File: src/rtl/seg7_decoder.sv
// Seven-segment pattern decoder with debounce, glyph decode and error count.
// Optional sequence checker enabled by defining SEG7_SEQ_CHECK_EN.
module seg7_decoder #(
    parameter int STABLE_CYCLES = 1
) (
    input  logic       clk,
    input  logic       rst,
    input  logic [6:0] seg_in,
    input  logic       err_clr,
    output logic [3:0] digit,
    output logic       digit_valid,
    output logic       invalid,
    output logic       seq_err,
    output logic [7:0] err_cnt
);

    localparam logic [3:0] STABLE = 4'(STABLE_CYCLES);

    logic [6:0] s1;
    logic [3:0] run;
    logic       taken;
    logic       accept;
    logic [3:0] value;
    logic       is_glyph;
    logic       is_blank;
    logic       seq_bad;
    logic       bump;

    // taken blocks a second accept when run sits saturated at 15
    assign accept = (run == STABLE) && !taken;

    // sample register and stability run counter
    always_ff @(posedge clk or posedge rst) begin
        if (rst) begin
            s1    <= '0;
            run   <= '0;
            taken <= 1'b0;
        end else if (seg_in != s1) begin
            s1    <= seg_in;
            run   <= 4'd1;
            taken <= 1'b0;
        end else begin
            if (run != 4'd15) begin
                run <= run + 4'd1;
            end
            if (accept) begin
                taken <= 1'b1;
            end
        end
    end

    // glyph lookup of the sampled pattern
    always_comb begin
        value    = 4'd0;
        is_glyph = 1'b1;
        case (s1)
            7'h3F:   value = 4'd0;
            7'h06:   value = 4'd1;
            7'h5B:   value = 4'd2;
            7'h4F:   value = 4'd3;
            7'h66:   value = 4'd4;
            7'h6D:   value = 4'd5;
            7'h7D:   value = 4'd6;
            7'h07:   value = 4'd7;
            7'h7F:   value = 4'd8;
            7'h67:   value = 4'd9;
            default: is_glyph = 1'b0;
        endcase
    end

    assign is_blank = (s1 == 7'h00);

`ifdef SEG7_SEQ_CHECK_EN
    typedef enum logic {
        IDLE,
        TRACK
    } state_t;

    state_t     state;
    state_t     state_next;
    logic [3:0] last;
    logic [3:0] succ;

    assign succ = (last == 4'd9) ? 4'd0 : last + 4'd1;

    // state register and reference digit
    always_ff @(posedge clk or posedge rst) begin
        if (rst) begin
            state <= IDLE;
            last  <= '0;
        end else begin
            state <= state_next;
            if (accept && is_glyph) begin
                last <= value;
            end
        end
    end

    // next state and sequence violation detect
    always_comb begin
        state_next = state;
        seq_bad    = 1'b0;
        if (accept) begin
            if (is_glyph) begin
                state_next = TRACK;
                seq_bad    = (state == TRACK) && (value != succ);
            end else begin
                state_next = IDLE;
            end
        end
    end
`else
    assign seq_bad = 1'b0;
`endif

    assign bump = accept && ((!is_glyph && !is_blank) || seq_bad);

    // registered outputs updated on accept events
    always_ff @(posedge clk or posedge rst) begin
        if (rst) begin
            digit       <= '0;
            digit_valid <= 1'b0;
            invalid     <= 1'b0;
            seq_err     <= 1'b0;
        end else begin
            digit_valid <= 1'b0;
            seq_err     <= seq_bad;
            if (accept) begin
                if (is_glyph) begin
                    digit       <= value;
                    digit_valid <= 1'b1;
                    invalid     <= 1'b0;
                end else if (is_blank) begin
                    invalid <= 1'b0;
                end else begin
                    invalid <= 1'b1;
                end
            end
        end
    end

    // saturating error counter, clear has priority
    always_ff @(posedge clk or posedge rst) begin
        if (rst) begin
            err_cnt <= '0;
        end else if (err_clr) begin
            err_cnt <= '0;
        end else if (bump && (err_cnt != 8'hFF)) begin
            err_cnt <= err_cnt + 8'd1;
        end
    end

endmodule

File: config.mk
export PLATFORM = sky130hd
export DESIGN_NAME = seg7_decoder
export DESIGN_NICKNAME = d
export VERILOG_FILES = /design/src/rtl/seg7_decoder.sv
export SDC_FILE = /design/constraint.sdc
export NUM_CORES = 1
export LEC_CHECK = 0
export BUFFER_PORTS_ARGS = -buffer_cell sky130_fd_sc_hd__buf_2
export CAP_MARGIN = 20
export CORE_AREA = 5 5 65 67
export CTS_CLUSTER_SIZE = 8
export DETAILED_ROUTE_END_ITERATION = 10
export DIE_AREA = 0 0 70 72
export GPL_ROUTABILITY_DRIVEN = 0
export PLACE_DENSITY = 0.62
export SETUP_SLACK_MARGIN = 0.2
export SLEW_MARGIN = 20
export SYNTH_ARGS = -nofsm -noshare
export SYNTH_HDL_FRONTEND = slang
export SYNTH_SLANG_ARGS = --single-unit
export TNS_END_PERCENT = 20
File: constraint.sdc
create_clock -name clk -period 4.85 [get_ports clk]
set_clock_uncertainty 0.15 [all_clocks]
set_input_delay 0.2425 -clock clk [delete_from_list [all_inputs] [get_ports clk]]
set_output_delay 0.2425 -clock clk [all_outputs]
set_load 0.02 [all_outputs]
==> results.py <==
metrics = {
    "synth": {
        "synth-seq-area-share_pct": 42.8,
        "synth_area_leader_cell": "dfrtp_1",
        "synthArstFlopShare_pct": 100,
        "post-synth-top-count-cell": "dfrtp_1",
        "synth_area_um2": 1520,
        "synthDistinctLibCells": 38,
        "synth_ff_type": "dfrtp_1",
        "synth-edff-count": 0,
        "synth_warnings": 0,
        "postSynthNetCount": 174,
        "avgSynthCellArea_um2": 9.44,
        "syn_inst": 161,
        "ys_ff_latch": 26,
        "synth_area_leaders": "dfrtp_1 43%, mux2_2 4.4%, nor2_1 3.5%",
        "synth_top_cells_by_count": "26 x dfrtp_1, 14 x nor2_1",
        "netlist.area_leader.share_pct": 42.8,
    },
    "finish": {
        "post-route-util_pct": 47.9,
        "n_antenna_cell": 0,
        "fin_nets": 192,
        "layoutNonFillerInstCount": 225,
        "nFillCells": 353,
        "design_area_um2": 1710,
        "area.growth.synth_to_final_pct": 12.7,
        "drive_gt1_share_pct": 21.5,
    },
    "placement": {
        "place_ws_ps": 2440,
        "port_buffers": 23,
        "dp_cells": 214,
        "place_area_um2": 1610,
        "dpl.hpwl_um": 2160,
    },
    "power": {
        "ir_drop_mv": 0.180,
        "power.leakage_nw": 0.769,
        "pwr_density_cell_nw_per_um2": 234,
    },
    "critical_path": {
        "critPathKind": "reg2reg",
        "cp_slowest_cell": "dfrtp_1",
        "cp_max_fo": 15,
        "worstSetupEndpointType": "flip-flop",
        "cp_top_family": "simple AND/OR/NAND/NOR gates",
        "slowest_delay_ps": 590,
        "worst_ep_arrival_time_ps": 2480,
        "cp-start-kind": "flip-flop",
        "cp.required_ps": 4910,
        "crit_chain": "nand2b_1 > nor3_1 > a311o_1 > nor4_1 > mux2_2",
        "crit_buf_inv": 0,
    },
    "worst_hold_path": {
        "min_path_type": "in2reg",
    },
    "timing": {
        "period_share_pct": 49.9,
        "fin_crit_ps": 2420,
        "worst_slack_ps": 2430,
        "hold_viol_final": 0,
        "report.final.slew_viol_count": 0,
        "timing.setup.tns_ps": 0,
        "relSlewSlack_pct": 63.8,
        "setup_violations": 0,
        "clock.fmax_mhz": 413,
        "tightest_slew_ps": 542,
        "grt_setup_unrepaired": "no",
    },
    "detailed_routing": {
        "totalWireLength_um": 2940,
        "first_pass_iters": 4,
        "drtAntennaViolNets": 0,
        "drtIter0Drc": 50,
        "num_vias": 1211,
        "via_per_inst": 5.38,
        "drc": 0,
        "wl_per_cell_um": 13.1,
    },
    "clock_tree": {
        "tritoncts": "yes",
        "numCtsBuffers": 3,
        "cts_max_path_buffers": 2,
        "clkLatencyLatePin_ps": 310,
        "cts_sinks": 26,
        "htreeDepth": 1,
        "cts_setup_buffers": 0,
        "cts-root-buf": "clkbuf_4",
        "clkTransAtPathRegs_ps": 130,
    },
    "global_route": {
        "grt_pass1_wl_um": 5130,
        "grt_pass1_vias": 1160,
        "grt_max_degree": 27,
        "antenna_found_initial": 0,
        "grt_overflow": 0,
        "grtUsageTotal_pct": 12.2,
    },
    "status": {
        "status": "finished clean",
    },
    "floorplan": {
        "die_area_um2": 5040,
        "core_area_um2": 3580,
        "start_util_pct": 42.5,
        "die_w_um": 70,
        "die_h_um": 72,
        "ios": 25,
        "rows": 22,
    },
    "job": {
        "max_cap_violations": 0,
    },
}
## cell type report
type / instances / area [µm²] / share of cell area (%)
multi-input combinational: 114 / 773 / 45.1
timing repair buffer: 31 / 195 / 11.4
inverter: 3 / 11.3 / 0.657
sequential: 26 / 651 / 38.0
tap: 48 / 60.1 / 3.51
clock buffer: 3 / 22.5 / 1.31
## cell usage in the layout, fill, tap and decap left out, types with 3 or more instances in the layout
master,Yosys,final
nand4_1,5,5
o31ai_1,4,4
xor2_1,6,6
ha_1,3,3
xnor2_1,5,5
clkbuf_4,0,3
nor3_1,7,7
nand3_1,8,8
dlygate4sd3_1,0,8
mux2_2,6,6
nor2b_1,5,5
nor2_1,14,14
buf_2,8,23
nand2_1,8,8
a21oi_1,7,7
or4_1,5,5
nand2b_1,5,5
nor4_1,4,4
dfrtp_1,26,26
## stage by stage
| stage | hold slack, ps | total power, mW |
|---|---|---|
| after detailed placement | 230 | 0.312 |
| after floorplan | 133 | 0.294 |
| after global placement | 228 | 0.311 |
| final | 75.0 | 0.400 |
| after CTS | 12.6 | 0.406 |
| after global routing | 67.3 | 0.425 |
## cell families (layout without fill, tap and decap cells)
| kind of cell | after synthesis | count (layout) | synth area share, % |
|---|---|---|---|
| adders and majority gates | 3 | 3 | 2.47 |
| muxes | 8 | 8 | 5.76 |
| buffers and inverters | 21 | 37 | 6.34 |
| xor gates and xnor gates | 11 | 11 | 6.34 |
| and+or+nand+nor | 69 | 69 | 25.2 |
| DFF | 26 | 26 | 42.8 |
| AOI/OAI and AO/OA | 22 | 22 | 10.9 |
| other | 1 | 1 | 0.247 |
## worst paths after layout
path                            cells after the start  startpoint    endpoint  slack, ps
worst max-delay path                                5       s1[3]  err_cnt[4]       2430
worst min-delay path                                2     err_clr  err_cnt[5]         80
worst max register to register                      5       s1[3]  err_cnt[4]       2430
worst min register to register                      1    digit[0]    digit[0]        380
max in group asynchronous                           3         rst       s1[0]       3840
min in group asynchronous                           3         rst  err_cnt[1]        350
## where the power goes
group / total (mW) / internal, mW / switching [mW]
logic: 0.0691 / 0.0308 / 0.0383
clock network: 0.0883 / 0.0290 / 0.0593
registers: 0.243 / 0.228 / 0.0152
total: 0.400 / 0.288 / 0.113
## worst register-to-register path, stage by stage, from the launching register on
cell	delay [ps]
dfrtp_1	590
nand2b_1	240
nor3_1	90
a311o_1	520
nor4_1	380
mux2_2	370
## repair_timing
item                                   CTS  global route
endpoints found under the hold margin    7            26
hold buffers                             7             1
resized for setup                        0             0
## registers in the layout, summed over array words and instances (netlist names)
signal / flops
digit: 4
digit_valid: 1
err_cnt: 8
invalid: 1
run: 4
s1: 7
taken: 1
## layer usage
layer / routed length [µm] / GRT usage [%] / up-vias
li1: - / - / 601
met1: 1270 / 14.3 / 577
met2: 1500 / 22.7 / 29
met3: 145 / 3.60 / 4
met4: 29 / 1.91 / 0
met5: 0 / 0 / -
(Power assumes the default switching activity.)
